### src/rtl/serializer_pkg.sv
// Shared definitions for the word serializer: FSM state encoding, default
// word width and the bit-counter width helper.
package serializer_pkg;

    typedef enum logic {
        IDLE  = 1'b0,
        SHIFT = 1'b1
    } ser_state_e;

    localparam int DEFAULT_WIDTH = 32;

    // Counter must hold values up to WIDTH (frame length minus one, with parity).
    function automatic int cnt_width(input int w);
        return $clog2(w + 1);
    endfunction

endpackage

### src/rtl/bit_down_counter.sv
// Loadable down-counter with enable, asynchronous active-high reset and a
// zero flag. The serializer uses it to track the remaining bits of a frame.
module bit_down_counter #(
    parameter int CW = 6
) (
    input  logic          clock,
    input  logic          ctrl_reset,
    input  logic          load_i,
    input  logic          en_i,
    input  logic [CW-1:0] value_i,
    output logic [CW-1:0] count_o,
    output logic          zero_o
);

    logic [CW-1:0] count_q;
    logic [CW-1:0] count_d;

    // Next count: load wins over decrement, otherwise hold.
    always_comb begin
        count_d = count_q;
        if (load_i) begin
            count_d = value_i;
        end else if (en_i) begin
            count_d = count_q - {{(CW-1){1'b0}}, 1'b1};
        end else begin
            count_d = count_q;
        end
    end

    // Count register, cleared by the asynchronous reset.
    always_ff @(posedge clock or posedge ctrl_reset) begin
        if (ctrl_reset) begin
            count_q <= {CW{1'b0}};
        end else begin
            count_q <= count_d;
        end
    end

    assign count_o = count_q;
    assign zero_o  = (count_q == {CW{1'b0}});

endmodule

### src/rtl/word_serializer.sv
// Parallel-in, serial-out reader for register words. A word captured on
// ctrl_load is shifted out one bit per accepted valid/ready transfer.
// Optional feature macro: SERIALIZER_PARITY_EN appends an even-parity bit
// to every frame.
module word_serializer
    import serializer_pkg::*;
#(
    parameter int WIDTH     = DEFAULT_WIDTH,
    parameter bit MSB_FIRST = 1'b1
) (
    input  logic             clock,
    input  logic             ctrl_reset,
    input  logic             ctrl_load,
    input  logic [WIDTH-1:0] in,
    input  logic             ready,
    output logic             bit_out,
    output logic             bit_valid,
    output logic             last,
    output logic             busy,
    output logic             done
);

    localparam int CW = cnt_width(WIDTH);
`ifdef SERIALIZER_PARITY_EN
    localparam int FRAME = WIDTH + 1;
`else
    localparam int FRAME = WIDTH;
`endif
    localparam logic [CW-1:0] LAST_IDX = CW'(FRAME - 1);
    localparam logic [CW-1:0] CNT_ONE  = {{(CW-1){1'b0}}, 1'b1};

    ser_state_e       state_q, state_d;
    logic [FRAME-1:0] sr_q, sr_d;
    logic [FRAME-1:0] load_frame_s;
    logic [FRAME-1:0] shifted_s;
    logic             bit_out_q, bit_out_d;
    logic             bit_valid_q, bit_valid_d;
    logic             last_q, last_d;
    logic             busy_q, busy_d;
    logic             done_q, done_d;
    logic             xfer_s;
    logic             cnt_load_s;
    logic             cnt_en_s;
    logic [CW-1:0]    cnt_s;
    logic             cnt_zero_s;

`ifdef SERIALIZER_PARITY_EN
    // Even parity over the data bits of one word.
    function automatic logic even_parity(input logic [WIDTH-1:0] w);
        even_parity = ^w;
    endfunction
`endif

    // The bit presented on the link is at the output end of the register.
    function automatic logic head_bit(input logic [FRAME-1:0] v);
        if (MSB_FIRST) begin
            head_bit = v[FRAME-1];
        end else begin
            head_bit = v[0];
        end
    endfunction

    // Frame image at load time and one-position shift toward the output end.
    always_comb begin
`ifdef SERIALIZER_PARITY_EN
        if (MSB_FIRST) begin
            load_frame_s = {in, even_parity(in)};
        end else begin
            load_frame_s = {even_parity(in), in};
        end
`else
        load_frame_s = in;
`endif
        if (MSB_FIRST) begin
            shifted_s = {sr_q[FRAME-2:0], 1'b0};
        end else begin
            shifted_s = {1'b0, sr_q[FRAME-1:1]};
        end
    end

    bit_down_counter #(
        .CW (CW)
    ) u_cnt (
        .clock      (clock),
        .ctrl_reset (ctrl_reset),
        .load_i     (cnt_load_s),
        .en_i       (cnt_en_s),
        .value_i    (LAST_IDX),
        .count_o    (cnt_s),
        .zero_o     (cnt_zero_s)
    );

    // FSM next state, shift register update and next values of the output registers.
    always_comb begin
        state_d    = state_q;
        sr_d       = sr_q;
        cnt_load_s = 1'b0;
        cnt_en_s   = 1'b0;
        xfer_s     = (state_q == SHIFT) && ready;

        case (state_q)
            IDLE: begin
                if (ctrl_load) begin
                    state_d    = SHIFT;
                    sr_d       = load_frame_s;
                    cnt_load_s = 1'b1;
                end else begin
                    state_d = IDLE;
                end
            end
            SHIFT: begin
                if (xfer_s) begin
                    sr_d     = shifted_s;
                    // The final transfer leaves the counter at zero instead of wrapping.
                    cnt_en_s = !cnt_zero_s;
                    if (cnt_zero_s) begin
                        state_d = IDLE;
                    end else begin
                        state_d = SHIFT;
                    end
                end else begin
                    state_d = SHIFT;
                end
            end
            default: begin
                state_d = IDLE;
            end
        endcase

        bit_valid_d = (state_d == SHIFT);
        busy_d      = (state_d == SHIFT);
        done_d      = xfer_s && cnt_zero_s;
        if (state_d == SHIFT) begin
            bit_out_d = head_bit(sr_d);
        end else begin
            bit_out_d = 1'b0;
        end

        // last mirrors "counter will be zero" so it can come straight from a flop.
        if (state_d != SHIFT) begin
            last_d = 1'b0;
        end else if (cnt_load_s) begin
            last_d = (LAST_IDX == {CW{1'b0}});
        end else if (cnt_en_s) begin
            last_d = (cnt_s == CNT_ONE);
        end else begin
            last_d = last_q;
        end
    end

    // State, shift register and registered outputs.
    always_ff @(posedge clock or posedge ctrl_reset) begin
        if (ctrl_reset) begin
            state_q     <= IDLE;
            sr_q        <= {FRAME{1'b0}};
            bit_out_q   <= 1'b0;
            bit_valid_q <= 1'b0;
            last_q      <= 1'b0;
            busy_q      <= 1'b0;
            done_q      <= 1'b0;
        end else begin
            state_q     <= state_d;
            sr_q        <= sr_d;
            bit_out_q   <= bit_out_d;
            bit_valid_q <= bit_valid_d;
            last_q      <= last_d;
            busy_q      <= busy_d;
            done_q      <= done_d;
        end
    end

    assign bit_out   = bit_out_q;
    assign bit_valid = bit_valid_q;
    assign last      = last_q;
    assign busy      = busy_q;
    assign done      = done_q;

endmodule

### config.mk
export PLATFORM = sky130hd
export DESIGN_NAME = word_serializer
export DESIGN_NICKNAME = d
export VERILOG_FILES = /design/src/rtl/serializer_pkg.sv /design/src/rtl/bit_down_counter.sv /design/src/rtl/word_serializer.sv
export SDC_FILE = /design/constraint.sdc
export NUM_CORES = 1
export LEC_CHECK = 0
export ABC_AREA = 1
export ABC_CLOCK_PERIOD_IN_PS = 1700
export BUFFER_PORTS_ARGS = -buffer_cell sky130_fd_sc_hd__buf_2
export CORE_MARGIN = 2
export CORE_UTILIZATION = 53
export CTS_CLUSTER_DIAMETER = 60
export DETAILED_ROUTE_END_ITERATION = 12
export PLACE_DENSITY = 0.82
export SYNTH_ARGS = -nofsm -noshare
export SYNTH_HDL_FRONTEND = slang
export SYNTH_SLANG_ARGS = --single-unit
### constraint.sdc
create_clock -name clock -period 1.7 [get_ports clock]
set_input_delay 0.085 -clock clock [delete_from_list [all_inputs] [get_ports clock]]
set_output_delay 0.085 -clock clock [all_outputs]
set_load 0.01 [all_outputs]
# Word-level counts from Yosys, hierarchy flattened
# Index checks and enable logic that the tools add are counted.
[totals] inputBits=36 output_inout_bits=5 regBits=42 word_cells=35
[classes] eq_ne=4 addsub=1 reduce_logical=6 n_mux=16 bitwise_logic=1
[op_table] cell="2-to-1 mux 32 bit" n=2
[op_table] cell="case mux 32 bit (2 select lines)" n=1
[op_table] cell="2-to-1 mux 6 bit" n=2
[op_table] cell="2-to-1 mux 1 bit" n=10
[op_table] cell="== test 6 x 1 -> 1 bit (second input constant)" n=1
[op_table] cell="logical NOT 6 bit" n=1
[op_table] cell="subtractor 6 x 1 -> 6 bit (second input constant)" n=1
[op_table] cell="inequality test 3 x 1 -> 1 bit (second input constant)" n=1
[op_table] cell="logical AND 1 bit" n=2
[op_table] cell="inequality test 2 x 1 -> 1 bit (second input constant)" n=1
[op_table] cell="inequality test 2 bit (second input constant)" n=1
[op_table] cell="case mux 1 bit (2 select lines)" n=1
[op_table] cell="AND reduction 2 bit" n=1
[op_table] cell="nonzero test 2 bit" n=1
[op_table] cell="logical NOT 1 bit" n=1
[op_table] cell="inverter 1 bit" n=1

# Logic depth before layout (Yosys ltp)
# Gate-level depths: netlist of run 1.
[depth] word_depth=7 depth_mapped=8

# By module
# From an unflattened synthesis of run 1, not the netlist that was laid out.
[hier_totals] hier_cells=251 area_unflattened_um2=1999.4
[modules_own_cells] mod="word_serializer" instances=1 area_each_um2=1630.3 cells_each=203
[modules_own_cells] mod="bit_down_counter" instances=1 area_each_um2=369.1 cells_each=48

# Least setup slack after synthesis of run 1
# Ideal clock, no wire load.
[synth_path] path_kind="register to register" startpoint="register u_cnt.count_q[0] (netlist: u_cnt.count_o[0])" endpoint="register u_cnt.count_q[1] (netlist: u_cnt.count_o[1])" path_buffers=0 arrival_time_ps=1074 required_ps=1573 stages_incl_launch_ff=8 setup_ps=127 path_slack_ps=499 period_less_slack_ps=1201 cell_sequence="dfrtp_1 -> inv_1 -> ha_1 -> nand3_2 -> nand2_2 -> nand2_2 -> nand2_1 -> o21ai_0"
[synth_between] elab_chain_cells=5
[synth_lines] element="from (decl)" line_no="bit_down_counter.sv:15" text="logic [CW-1:0] count_q;"
[synth_lines] element="from (signal assigned)" line_no="bit_down_counter.sv:33" text="count_q <= {CW{1'b0}};"
[synth_lines] element="from (signal assigned)" line_no="bit_down_counter.sv:35" text="count_q <= count_d;"
[synth_lines] element="branches (longest 5 deep; another with subtractor 6 x 1 -> 6 bit)"
# Parallel ways; which one is timed is not known. The select of a mux whose other input is x is not followed.
# A chain may end at the register's enable or synchronous reset.

==> results of run 1 <==
==> metal layers <==
metal  vias to the layer above  global-route usage, %  wire length, µm
met5                         -                      0                0
met4                         0                  14.95              138
met3                        13                  4.754              173
met2                        44                  41.41             2241
met1                       810                  30.35             1928
li1                        857                      -                -
==> critical path: cells and delay by family, from the launching register on <==
family                 cells  cell delay (ns)
DFF                        1             0.43
buffers and inverters      2             0.53
and+or+nand+nor            2             0.34
AOI/OAI and AO/OA          1             0.10
==> where the power goes <==
part	internal (mW)	leakage [nW]	switching (mW)	total (mW)
sequential	1.43	0.530	0.263	1.70
clock	0.312	0.0395	0.328	0.640
combinational	0.593	0.767	0.871	1.46
==> final timing paths <==
path	start	to	cells after the start
min in group asynchronous	ctrl_reset	sr_q[3]	4
min	ready	done	3
min reg2reg	sr_q[27]	sr_q[27]	2
max reg2reg	busy	u_cnt.count_o[4]	5
max in group asynchronous	ctrl_reset	bit_out	5
max	busy	u_cnt.count_o[4]	5
==> cells by family (layout without fill, tap and decap cells) <==
logic type                 count (synthesis)  count (layout)  synth area share (%)
adders and majority gates                  3               3                 1.976
DFF                                       42              42                 55.34
and+or+nand+nor                          109             109                 23.58
buffers and inverters                     22              97                 5.138
AOI/OAI and AO/OA                         38              38                 13.97
==> what timing repair did <==
action                                  4_1_cts  5_1_grt
resized for setup                             1        0
hold buffers                                 32        0
endpoints found under the hold margin        60        0
endpoints found under the setup margin       16        0
==> cells in the final DEF (no fill, tap or decap), types with 3 or more instances in the layout <==
master / Yosys / final
sky130_fd_sc_hd__o21ai_0: 5 / 5
sky130_fd_sc_hd__ha_1: 3 / 3
sky130_fd_sc_hd__nand2_1: 86 / 86
sky130_fd_sc_hd__buf_2: 9 / 40
sky130_fd_sc_hd__nor2_1: 5 / 5
sky130_fd_sc_hd__inv_2: 3 / 3
sky130_fd_sc_hd__nand3_1: 8 / 8
sky130_fd_sc_hd__buf_4: 1 / 5
sky130_fd_sc_hd__dfrtp_1: 42 / 42
sky130_fd_sc_hd__dlygate4sd3_1: 0 / 32
sky130_fd_sc_hd__a22oi_1: 30 / 30
sky130_fd_sc_hd__clkbuf_4: 0 / 5
sky130_fd_sc_hd__inv_1: 9 / 9
==> per-stage QoR <==
stage          worst slack (ns)  instance area [µm²]  hold WS (ns)
2_1_floorplan            0.4992                 1899        0.2016
3_3_place_gp            0.01534                 2142        0.1704
3_5_place_dp           0.007828                 2142        0.1745
4_1_cts                  0.1691                 2542       0.01953
5_1_grt                 0.06585                 2542       0.03419
6_report                 0.1765                 2542       0.01907
==> registers in the layout (all words and copies together), names as in the netlist <==
name	count
sr_q	32
u_cnt.count_o	6
bit_out	1
busy	1
done	1
last	1
==> final cells by class <==
type,count,share of cell area [%]
clock inverter,1,1.181
clock buffer,7,1.772
inverter,12,1.772
multi-input combinational,150,29.72
sequential,42,41.34
timing repair buffer,77,21.95
tap,46,2.264
==> results list, run 1 <==
- Area of the multi-input gates: between 700 and 800 µm²
* H-tree levels: 2
- Buffers added to address setup during post-CTS repair amount to 0.
- Counting instances in the post-synthesis netlist gives the leading cell types as sky130_fd_sc_hd__nand2_1, sky130_fd_sc_hd__dfrtp_1, sky130_fd_sc_hd__a22oi_1.
- At the later pin of the worst-skew pair, clock insertion delay measures between 0.3 and 0.4 ns.
- Chip Width: roughly 64 µm
- Finish-stage setup viols: 0
* Count of final max-slew check failures: 0
- The synthesized design contains between 40 and 50 register bits.
* Number of cells after detailed placement: 295
- Reg clk slew, reported paths: 0.12 ns
- In the synthesized netlist the dominant register cell turns out to be sky130_fd_sc_hd__dfrtp_1.
- Average routed wire per standard cell: between 10 and 15 µm
* CTS tree: done
* Kind of start point of the critical path: flip-flop
- The synthesized netlist occupies a cell area of 1899 µm².
- Max-Slew Margin vs Limit: a little under three fifths
* Total Die Area: between 4000 and 5000 µm²
- The area growth from synthesis to layout is 33.86%.
* Number of flops mapped to enable cells by yosys: 0
- Number of optimization iterations in the first detailed-route pass: 4
- On the critical path, the stage with the largest delay is an instance of sky130_fd_sc_hd__dfrtp_1.
* Post-Synthesis Mean Instance Area: 8.875 µm²
- Using the TritonRoute via totals, the vias-per-cell ratio works out to just over 5.
- Number of antenna violations at the first check in global routing: 0
* Cell breakdown of the critical path: nor2_2 > buf_4 > inv_2 > nand2_2 > o21ai_0
- Total negative slack for setup checks: 0 ns
* Count of warnings emitted by yosys: 0
- At the end of the flow the core is filled with cells to approximately three quarters.
- The worst setup path is captured at a flip-flop.
- Vertical die dimension: about 64 µm
* Antenna diode instance count: 0
- At the worst endpoint, the arrival time is between 1.5 and 2 ns.
- Highest clock rate: roughly 660 MHz
- Setup repair after global routing left no endpoint under its margin.
- Maximum clock skew at final layout: 0.002971 ns
- In the finished design, the share of the clock period the worst path needs comes to 89.62%.
- Site Rows: 21
- After floorplanning, the core was sized to cover roughly 3400 µm².
* Number of clock sinks: 42
- Dominant cell by count in the synthesized netlist: sky130_fd_sc_hd__nand2_1
- In the post-synthesis netlist, the biggest area contributors are sky130_fd_sc_hd__dfrtp_1, sky130_fd_sc_hd__nand2_1, sky130_fd_sc_hd__a22oi_1, sky130_fd_sc_hd__buf_2, sky130_fd_sc_hd__nand3_1.
- Synth cell types: 18
- Excluding fillers, the count of instances in the completed layout stands at about 340.
- Total Power Consumption: between 3 and 4 mW
* Remaining antenna violation count after routing: 0
- GR Util All Layers: between 20 and 30%
- Share of final-layout standard cells stronger than drive strength 1: between 20% and 30%
- Along the worst path, the maximum fanout reaches 32.
* Outcome: finished clean
- Number of filler cells placed in the layout: between 200 and 300
* Pin count of the biggest net entering global routing: 33
- Starting density of the core: a little under three fifths
* Critical setup path kind: flip-flop to flip-flop
- The analysis attributes to cell leakage a power of 1.336 nW.
- Global routing finished with a remaining overflow of 0.
- Area occupied by registers: around 1100 µm²
- For flop-to-flop paths, the worst setup slack is roughly 0.18 ns.
* Number of hold violations in the final report: 0
- At the end of routability-driven placement, the weighted congestion stood at a little over 0.8.
- Max IR drop VDD: between 0.001 and 0.0015 V
- Data on the critical path is required at its endpoint by about 2.0 ns.
* Global-route wire length before repair: ~7800 µm
- Post-Synthesis Net Count: between 200 and 300
- In this run the tool buffered the top-level ports with 40 buffer cells.
* Cell type with the highest aggregate area in the netlist: sky130_fd_sc_hd__dfrtp_1
- Final period demand of the worst path: 1.524 ns
- Via count of the first global-routing pass: 1,800
* DRC violation total after the first TritonRoute iteration: between 150 and 200
- Of the synthesized area, sequential elements account for between 50% and 60%.
- For this block, the routed nets add up to ~4500 µm of wire.
- The tool flagged a number of max-cap violations equal to 0.
- The longest clock path from root to sink contains 2 buffers.
- The final layout contains roughly 330 nets.
- Total number of vias: between 1,500 and 2,000
- In this design, the stage delay of the slowest critical-path cell is between 0.4 and 0.5 ns.
* Total half-perimeter wirelength after legalization and detailed placement: 2575 µm
- Counting flops with an async set or reset pin after synthesis yields a share of 100.0%.
- Clock tree synthesis inserted a total of 5 buffers.
- Synthesis produced between 200 and 250 cells.
- For the pin with the worst max-slew slack, the measured transition is about 0.64 ns.
- Min-Delay Path Class: input port to flip-flop
- Top cell type's share of synthesized area: between 50% and 60%
* Root cell of the clock tree: sky130_fd_sc_hd__clkbuf_4
- I/O pins: slightly above 40
- DRC violation count after routing: 0
- P per Cell Area: approximately 1500 nW/µm²
Power figures use the tool's default switching activity.
==> inputs of run 2 (changes only) <==
- CORE_ASPECT_RATIO: default -> 1.1
==> run 2 against run 1 <==
Against the previous run: hold slack improved by 0.0026 ns; global-route usage decreased by 0.97 points; first-iteration DRC count decreased by 41%; register-to-register slack improved by 0.17 ns; combinational power about the same; clock power about the same; count of clock-buffer cells in the layout decreased by 1; largest cell class unchanged; largest power group unchanged; highest routed layer unchanged.
==> results list, run 2 (synthesized netlist as in run 1, its figures left out) <==
- The number of clock buffers inserted by TritonCTS was 5 (unchanged).
- RD Place Congestion: 0.9156 (+10%)
- For this design, the slowest cell found on the critical path is sky130_fd_sc_hd__dfrtp_1.
* Worst Path Required: 1.97 ns (+0.02 ns)
- The die outline area is 4079 µm² (about the same).
- Commonest non-fill, non-tap cell in the layout: sky130_fd_sc_hd__nand2_1
- The peak per-stage delay on the critical path came to 0.42 ns (about the same).
- Share of the cycle needed by the critical path after routing: 79.56% (-10 points)
* H-tree levels: 2 (unchanged)
- The met1 global-route usage came to 30.64% (+0.29 points).
* Destination of the worst register-to-register timing path: u_cnt.count_o[4]
* Reg clk slew, reported paths: 0.13 ns (about the same)
- Post-detailed-routing wire length: 4491 µm (+0.22%)
- The core outline area was 3386 µm² (-0.11%).
- Number of hold violations in the final report: 0 (unchanged)
- Cell area after placement: 2145 µm² (+0.12%)
- Min-Delay Path Class: input port to flip-flop
- Finish-stage setup viols: 0 (unchanged)
- The clock net sink count was 42 (unchanged).
- Critical path arrival: 1.62 ns (-0.16 ns)
- The total I/O pin count is 41 (unchanged).
* Worst r2r path cells: 7 (+2)
- The maximum net fanout on the critical path came to 7 (-78%).
- Total half-perimeter wirelength after legalization and detailed placement: 2614 µm (+1.5%)
* Total Power Consumption: 3.797 mW (about the same)
* GR Util All Layers: 24.09% (-0.97 points)
- Pin count of the biggest net entering global routing: 43 (+30%)
- Count of final max-slew check failures: 0 (unchanged)
- Post-route design area: 2546 µm² (+0.15%)
* Endpoint type of the worst setup path: flip-flop
* Cell breakdown of the critical path: inv_1 > ha_1 > nand3_2 > nand2_2 > nand2_2 > nand2_1 > o21ai_0
- CTS tree: done
* Final instance count without filler cells: 338 (+0.90%)
* Post-cts hold buffer count: 32 (unchanged)
* Source of the worst register-to-register timing path: u_cnt.count_o[0]
- Post-cts sizing count: 0 (-1)
- DRC violation total after the first TritonRoute iteration: 107 (-41%)
- Hold EP: done
- The initial antenna violation count came to 0 (unchanged).
- The flow ran to the end, and the final reports show no timing, DRC or antenna violations.
* Static leakage: 1.335 nW (-0.11%)
- Worst-Margin Slew: 0.5184 ns (-0.1246 ns)
- Most frequent CP cell: sky130_fd_sc_hd__nand2_2
* Kind of cell with the highest combined delay on the critical path: flip-flops
- The wire length of the first global-routing pass came to 7038 µm (-9.6%).
- Number of cells after detailed placement: 297 (+0.68%)
- The vertical die dimension was 66.79 µm (+4.6%).
* Post-layout net count: 327 (unchanged)
* Buf/Inv on CP: 1 (-1)
* Routing usage on met2: 35.90% (-5.5 points)
* Kind of start point of the critical path: flip-flop
* Aggregate global routing overflow: 0 (unchanged)
- The register with the most flip-flops in the final layout is sr_q.
- Average routed wire per standard cell: 13.29 µm (-0.67%)
* Critical setup path kind: flip-flop to flip-flop
- The number of buffers on the longest clock path came to 2 (unchanged).
* Post-DR vias/cell: 5.148 (about the same)
* Max-Slew Margin vs Limit: 65.44% (+8.4 points)
- The worst-case vdd ir drop was 0.001016 V (-4.3%).
* Max-cap check violation count: 0 (unchanged)
- The initial core utilization was 56.10% (+0.062 points).
- The total of buffers placed on input and output ports came to 40 (unchanged).
- The maximum clock skew at final layout was 0.01184 ns (+0.008864 ns).
- The number of nets with antenna violations after detailed routing is 0 (unchanged).
- Hold_sp: ready
* Total negative slack for setup checks: 0 ns (unchanged)
- Chip Width: 61.08 µm (-4.4%)
* Setup slack, reg-to-reg: 0.35 ns (+0.17 ns)
* Share of final-layout standard cells stronger than drive strength 1: 21.80% (+0.35 points)
- Highest clock rate: 739.4 MHz (+13%)
* Global-route track usage on met3: 7.961% (+3.2 points)
* GRT busiest layer: met2
* Root cell of the clock tree: sky130_fd_sc_hd__clkbuf_4
- Number of flip-flops in the largest register: 32 (unchanged)
- Hold path depth: 3 (unchanged)
* RSZ-0062 raised after global routing: false
- Clock latency at the later pin of the worst-skew pair: 0.37 ns (about the same)
* Layout area overhead: 34.06%
- Via count of the first global-routing pass: 1,616 (-10%)
- Commonest cells after routing, fill and taps aside: sky130_fd_sc_hd__nand2_1, sky130_fd_sc_hd__dfrtp_1, sky130_fd_sc_hd__buf_2
- The total power density per cell area came to 1491 nW/µm² (-0.23%).
- Buffer count from post-CTS setup fixing: 0 (unchanged)
- The post-route DRC violation count is 0 (unchanged).
- The number of optimization iterations in the first detailed-route pass was 5 (+1).
* Site Rows: 22 (+4.8%)
- The total vias in the final route came to 1,740 (+0.93%).
- Final period demand of the worst path: 1.353 ns (-0.1710 ns)
-- run 2: worst max-delay path by stage --
stage,startpoint,to,cells after the start
after floorplan,u_cnt.count_o[0],u_cnt.count_o[1],7
after global placement,busy,sr_q[29],5
after detailed placement,u_cnt.count_o[0],u_cnt.count_o[4],7
after CTS,busy,sr_q[29],5
after global routing,u_cnt.count_o[0],u_cnt.count_o[2],6
final,u_cnt.count_o[0],u_cnt.count_o[4],7
-- run 2: report_power, final --
part	internal (mW)	switching, mW
Combinational	0.593	0.848
Sequential	1.43	0.279
Clock	0.310	0.333
Total	2.34	1.46
-- run 2: worst register-to-register path, stage by stage (launching register included) --
cell                      delay [ns]
sky130_fd_sc_hd__dfrtp_1        0.42
sky130_fd_sc_hd__inv_1          0.16
sky130_fd_sc_hd__ha_1           0.20
sky130_fd_sc_hd__nand3_2        0.11
sky130_fd_sc_hd__nand2_2        0.13
sky130_fd_sc_hd__nand2_2        0.11
sky130_fd_sc_hd__nand2_1        0.07
sky130_fd_sc_hd__o21ai_0        0.07
-- run 2: metal layers --
layer,share of wire (%),vias up
met4,3.0,0
met2,49,66
met5,0,-
met1,42,802
li1,-,856
met3,6.1,16
-- run 2: cell type report --
type | count | area, µm²
clock inverters | 2 | 37.54
fillers | 238 | 839.6
well taps | 48 | 60.06
inverters | 12 | 45.04
multi-input cells | 150 | 750.7
diodes | 1 | 2.502
flip-flops and latches | 42 | 1051
repair buffers | 77 | 558.0
clock buffers | 6 | 41.29
-- run 2: per-stage QoR --
stage | hold slack (ns) | worst slack, ns | utilization [%]
after floorplan | 0.2016 | 0.4992 | -
after global placement | 0.2382 | 0.4242 | 63.34
after detailed placement | 0.2401 | 0.3555 | 63.34
after CTS | 0.006351 | 0.3543 | 75.13
after global routing | 0.008163 | 0.2300 | 75.13
final | 0.02167 | 0.3475 | 75.20
